===== config.mk =====
export PLATFORM = sky130hd
export DESIGN_NAME = serial_add_ctrl
export DESIGN_NICKNAME = d
export VERILOG_FILES = /design/src/rtl/serial_pkg.sv /design/src/rtl/serial_add_bit.sv /design/src/rtl/serial_add_ctrl.sv
export SDC_FILE = /design/constraint.sdc
export NUM_CORES = 1
export LEC_CHECK = 0
export BUFFER_PORTS_ARGS = -buffer_cell sky130_fd_sc_hd__buf_4
export CAP_MARGIN = 40
export CORE_ASPECT_RATIO = 0.8
export CORE_MARGIN = 4
export CORE_UTILIZATION = 29
export DETAILED_ROUTE_END_ITERATION = 10
export MAX_ROUTING_LAYER = met4
export PLACE_DENSITY = 0.49
export RECOVER_POWER = 25
export SETUP_SLACK_MARGIN = 0.4
export SKIP_LAST_GASP = 1
export SYNTH_ARGS = -nofsm -noshare
export SYNTH_HDL_FRONTEND = slang
export SYNTH_SLANG_ARGS = --single-unit

===== constraint.sdc =====
create_clock -name clk -period 1.5 [get_ports clk]
set_input_delay 0.3 -clock clk [delete_from_list [all_inputs] [get_ports clk]]
set_output_delay 0.3 -clock clk [all_outputs]
set_load 0.05 [all_outputs]

===== src/rtl/serial_pkg.sv =====
// Shared definitions for the bit-serial adder controller: state encoding
// and the default operand width.
package serial_pkg;

    localparam int DEFAULT_WIDTH = 8;

    typedef enum logic [1:0] {
        ST_IDLE  = 2'd0,
        ST_CLR   = 2'd1,
        ST_SHIFT = 2'd2,
        ST_DONE  = 2'd3
    } state_t;

endpackage


===== src/rtl/serial_add_bit.sv =====
// Bit-serial adder cell: combinational full-adder sum plus a carry flip-flop
// with enable and a clear that takes priority over the enable.
module serial_add_bit (
    input  logic clk,
    input  logic rst_n,
    input  logic clear,
    input  logic en,
    input  logic a,
    input  logic b,
    output logic s,
    output logic c
);

    logic r_carry;

    // NOTE: sequential state is always written with <= so every flop samples
    // the pre-edge values, regardless of the order of statements or blocks.
    always_ff @(posedge clk or negedge rst_n) begin
        if (!rst_n) begin
            r_carry <= 1'b0;
        end else if (clear) begin
            r_carry <= 1'b0;
        end else if (en) begin
            r_carry <= (a & b) | (r_carry & (a ^ b));
        end
    end

    assign s = a ^ b ^ r_carry;
    assign c = r_carry;

endmodule


===== src/rtl/serial_add_ctrl.sv =====
// Sequencing controller for serial_add_bit: captures two operands, clears the
// carry, streams bit pairs LSB first and assembles the parallel sum and carry-out.
module serial_add_ctrl
    import serial_pkg::*;
#(
    parameter int WIDTH = DEFAULT_WIDTH
) (
    input  logic             clk,
    input  logic             rst_n,
    input  logic             start,
    input  logic [WIDTH-1:0] a_in,
    input  logic [WIDTH-1:0] b_in,
    output logic             busy,
    output logic             done,
    output logic [WIDTH-1:0] sum,
    output logic             cout
);

    localparam int CNT_W = $clog2(WIDTH);

    state_t             r_state;
    state_t             w_next_state;
    logic [WIDTH-1:0]   r_a_sr;
    logic [WIDTH-1:0]   r_b_sr;
    logic [WIDTH-1:0]   r_sum;
    logic [CNT_W-1:0]   r_cnt;
    logic               w_clear;
    logic               w_en;
    logic               w_s;
    logic               w_carry;
    logic               w_last_bit;

    assign w_last_bit = (r_cnt == CNT_W'(WIDTH - 1));

    always_ff @(posedge clk or negedge rst_n) begin
        if (!rst_n) begin
            r_state <= ST_IDLE;
        end else begin
            r_state <= w_next_state;
        end
    end

    // NOTE: every signal driven here gets a default before the case so that no
    // path leaves it unassigned, which would otherwise infer a latch.
    always_comb begin
        w_next_state = r_state;
        w_clear      = 1'b0;
        w_en         = 1'b0;
        case (r_state)
            ST_IDLE: begin
                if (start) begin
                    w_next_state = ST_CLR;
                end
            end
            ST_CLR: begin
                w_clear      = 1'b1;
                w_next_state = ST_SHIFT;
            end
            ST_SHIFT: begin
                w_en = 1'b1;
                if (w_last_bit) begin
                    w_next_state = ST_DONE;
                end
            end
            ST_DONE: begin
                w_next_state = ST_IDLE;
            end
            default: begin
                w_next_state = ST_IDLE;
            end
        endcase
    end

    always_ff @(posedge clk or negedge rst_n) begin
        if (!rst_n) begin
            r_a_sr <= '0;
            r_b_sr <= '0;
            r_sum  <= '0;
            r_cnt  <= '0;
        end else begin
            case (r_state)
                ST_IDLE: begin
                    if (start) begin
                        r_a_sr <= a_in;
                        r_b_sr <= b_in;
                        r_cnt  <= '0;
                    end
                end
                ST_CLR: begin
                    r_sum <= '0;
                end
                ST_SHIFT: begin
                    r_a_sr <= {1'b0, r_a_sr[WIDTH-1:1]};
                    r_b_sr <= {1'b0, r_b_sr[WIDTH-1:1]};
                    r_sum  <= {w_s, r_sum[WIDTH-1:1]};
                    r_cnt  <= r_cnt + CNT_W'(1);
                end
                default: begin
                end
            endcase
        end
    end

    serial_add_bit u_add_bit (
        .clk   (clk),
        .rst_n (rst_n),
        .clear (w_clear),
        .en    (w_en),
        .a     (r_a_sr[0]),
        .b     (r_b_sr[0]),
        .s     (w_s),
        .c     (w_carry)
    );

    // The carry flop is idle outside SHIFT, so it doubles as the held carry-out.
    assign busy = (r_state == ST_CLR) || (r_state == ST_SHIFT);
    assign done = (r_state == ST_DONE);
    assign sum  = r_sum;
    assign cout = w_carry;

endmodule


==> results.py <==
metrics = {
    "drt": {
        "first_pass_iters": 4,
        "post_drt_wl_per_cell_um": 15.9,
        "totalWireLength_mm": 4.55,
        "drt_iter0_markers": 58,
        "drc": 0,
        "ant_nets": 0,
        "vias": 1423,
        "viasPerCell": 4.98,
    },
    "placement": {
        "dpl.cell_count": 242,
        "hpwl_mm": 2.66,
        "port_buffers": 29,
        "place_area_um2": 1960,
        "place.gp.congestion": 0.757,
        "dpl_worst_slack_ps": -44.6,
    },
    "layout": {
        "diodes": 0,
        "multiInputGateArea_um2": 1010,
        "register_area_um2": 752,
        "final_area_um2": 2870,
        "stdcell_count": 286,
        "nets": 250,
        "n_fill_cell": 415,
        "drive_gt1_frac": 0.625,
        "area_growth_pct": 85.9,
        "final_util": 0.566,
    },
    "timing": {
        "rsz0062_at_grt": "true",
        "setup_tns_ps": -82.9,
        "min_period_ps": 1530,
        "worst_slack_ps": -30.5,
        "hold_viol_final": 0,
        "slew_headroom": 0.476,
        "clock_skew_ps": 11.2,
        "period_share": 1.02,
        "setup_viol": 7,
        "finalMaxSlewViolations": 0,
        "tightest_slew_ps": 787,
        "max_freq_mhz": 653,
        "holdWs_ps": 312,
    },
    "power_and_ir_drop": {
        "power.leakage_nw": 1.20,
        "vdd_drop_max_mv": 1.60,
        "fin_total_pwr_mw": 6.93,
        "power_density_nw_per_um2": 2420,
    },
    "worst_setup_path": {
        "cp_max_fo": 2,
        "reg2reg_slack_ps": -20,
        "crit_path_end": "busy",
        "cp-start-kind": "register",
        "startpoint": "r_state[1]",
        "timing.rr.end": "r_b_sr[0]",
        "worstPathArrival_ps": 1230,
        "required_ps": 1200,
        "crit_path_end_kind": "output pin",
        "reg2regPathDepth": 7,
        "crit_type": "reg2out",
        "reg2reg_from": "r_state[1]",
    },
    "run_status": {
        "violations": "negative setup slack",
        "outcome": "complete, but fails checks",
    },
    "yosys": {
        "yosysMostFrequentCell": "dfrtp_1",
        "yosysWarningCount": 0,
        "syn_nets": 176,
        "synth_area_leaders": "dfrtp_1 (49%), ha_1 (5.7%), o22ai_1 (4.5%)",
        "synth-edff-count": 0,
        "async_flop_share": 1.00,
        "synth_common_cells": "dfrtp_1 (30), inv_1 (13), nor2_1 (12)",
        "avgSynthCellArea_um2": 10.4,
        "synth-seq-cells": 30,
        "postSynthCellCount": 149,
        "yosys_most_used_dff": "dfrtp_1",
        "syn_area_um2": 1540,
        "yosysSeqAreaShare": 0.487,
        "yosys.area.top_type_share": 0.487,
        "yosysUniqueCellTypes": 33,
        "yosysTopAreaCell": "dfrtp_1",
    },
    "die": {
        "initial_core_util": 0.305,
        "ioPinCount": 30,
        "fp.dieW_um": 89.5,
        "num_rows": 23,
        "die_h_um": 73.2,
        "core_area_um2": 5060,
        "die-area_um2": 6560,
    },
    "cts": {
        "cts_max_level": 2,
        "clock_path_buffers": 2,
        "numCtsBuffers": 5,
        "clockRootBuffer": "clkbuf_8",
        "worstSkewPairLatency_ps": 290,
        "cts_tree": "done",
        "clkTransAtPathRegs_ps": 60,
        "clkSinkCount": 30,
    },
    "worst_hold_path": {
        "worstHoldStart": "a_in[7]",
        "holdCritPathClass": "in2reg",
    },
    "global_routing": {
        "grt_use_total": 0.151,
        "grt-ovfl-total": 0,
        "grt_max_degree": 31,
        "grt_pass1_vias": 1526,
        "grt_pass1_wl_mm": 7.31,
        "antenna_found_initial": 0,
    },
    "flow_run": {
        "cap_violations": 0,
    },
}
-- how the worst min path moves through the flow --
stage / cells past startpoint / end
6_report: 3 / r_a_sr[7]
5_1_grt: 3 / r_a_sr[7]
4_1_cts: 3 / r_a_sr[7]
3_5_place_dp: 1 / sum[7]
3_3_place_gp: 1 / sum[7]
2_1_floorplan: 0 / r_a_sr[0]
-- metal layers --
layer	GRT usage	wire [um]	share of wire	up-vias
met3	0.0485	155	0.034	7
li1	-	-	-	687
met1	0.196	2070	0.45	713
met4	0.0264	54	0.012	0
met2	0.233	2270	0.50	16
met5	-	0	0	-
-- what timing repair did --
action | in CTS | in global routing
buffers inserted | 24 | 6
pin swaps | 15 | 18
endpoints found under the setup margin | 41 | 41
cloned | 4 | 1
hold buffers | 1 | 0
hold endpoints to repair | 30 | 0
gates resized for setup | 56 | 32
-- flip-flops by register name, indices dropped and copies added (netlist names) --
register	cells
r_b_sr	8
r_cnt	3
r_state	2
sum	8
u_add_bit.c	1
r_a_sr	8
-- final cells by class --
class / count / area share
multi-input cells: 95 / 0.351
repair buffers: 77 / 0.309
flip-flops and latches: 30 / 0.262
clock buffers: 7 / 0.0301
well taps: 62 / 0.0271
inverters: 14 / 0.0183
clock inverters: 1 / 0.00175
-- worst max-delay path, cell delays in order (launching register included) --
cell     delay, ps
dfrtp_1        360
inv_2           60
buf_6          120
ha_4           270
buf_8          140
-- cell families after synthesis --
logic type | count (synthesis) | share of synthesized area
simple gates | 40 | 0.139
mux | 2 | 0.0146
compound gates | 45 | 0.211
fa+ha+maj | 8 | 0.0697
buf+inv | 24 | 0.0795
flops | 30 | 0.487
-- power breakdown --
part	switching, mW	total [mW]	internal [mW]
registers	0.294	1.40	1.11
logic	2.13	4.85	2.72
clock network	0.314	0.684	0.370
total	2.74	6.93	4.20
-- layout by cell type (no fill, tap or decap), drive strengths merged --
| cell | netlist | final |
|---|---|---|
| buf | 7 | 74 |
| dfrtp | 30 | 30 |
| inv | 14 | 14 |
| nor2 | 12 | 12 |
| o21ai | 12 | 12 |
| nor3 | 11 | 11 |
| o22ai | 11 | 11 |
| a211oi | 10 | 10 |
| clkbuf | 3 | 9 |
| nand3 | 9 | 9 |
| ha | 7 | 7 |
| a22o | 3 | 3 |
| a221oi | 2 | 2 |
| o22a | 2 | 2 |
| or3 | 2 | 2 |
| o221a | 2 | 2 |
| mux2 | 2 | 2 |
| nor2b | 2 | 2 |
| nand2 | 2 | 2 |
| nand2b | 1 | 1 |
| nand3b | 1 | 1 |
| o21a | 1 | 1 |
| a31oi | 1 | 1 |
| o32a | 1 | 1 |
| fa | 1 | 1 |
| clkinv | 0 | 1 |
| dlygate4sd3 | 0 | 1 |
Power figures use the tool's default switching activity.
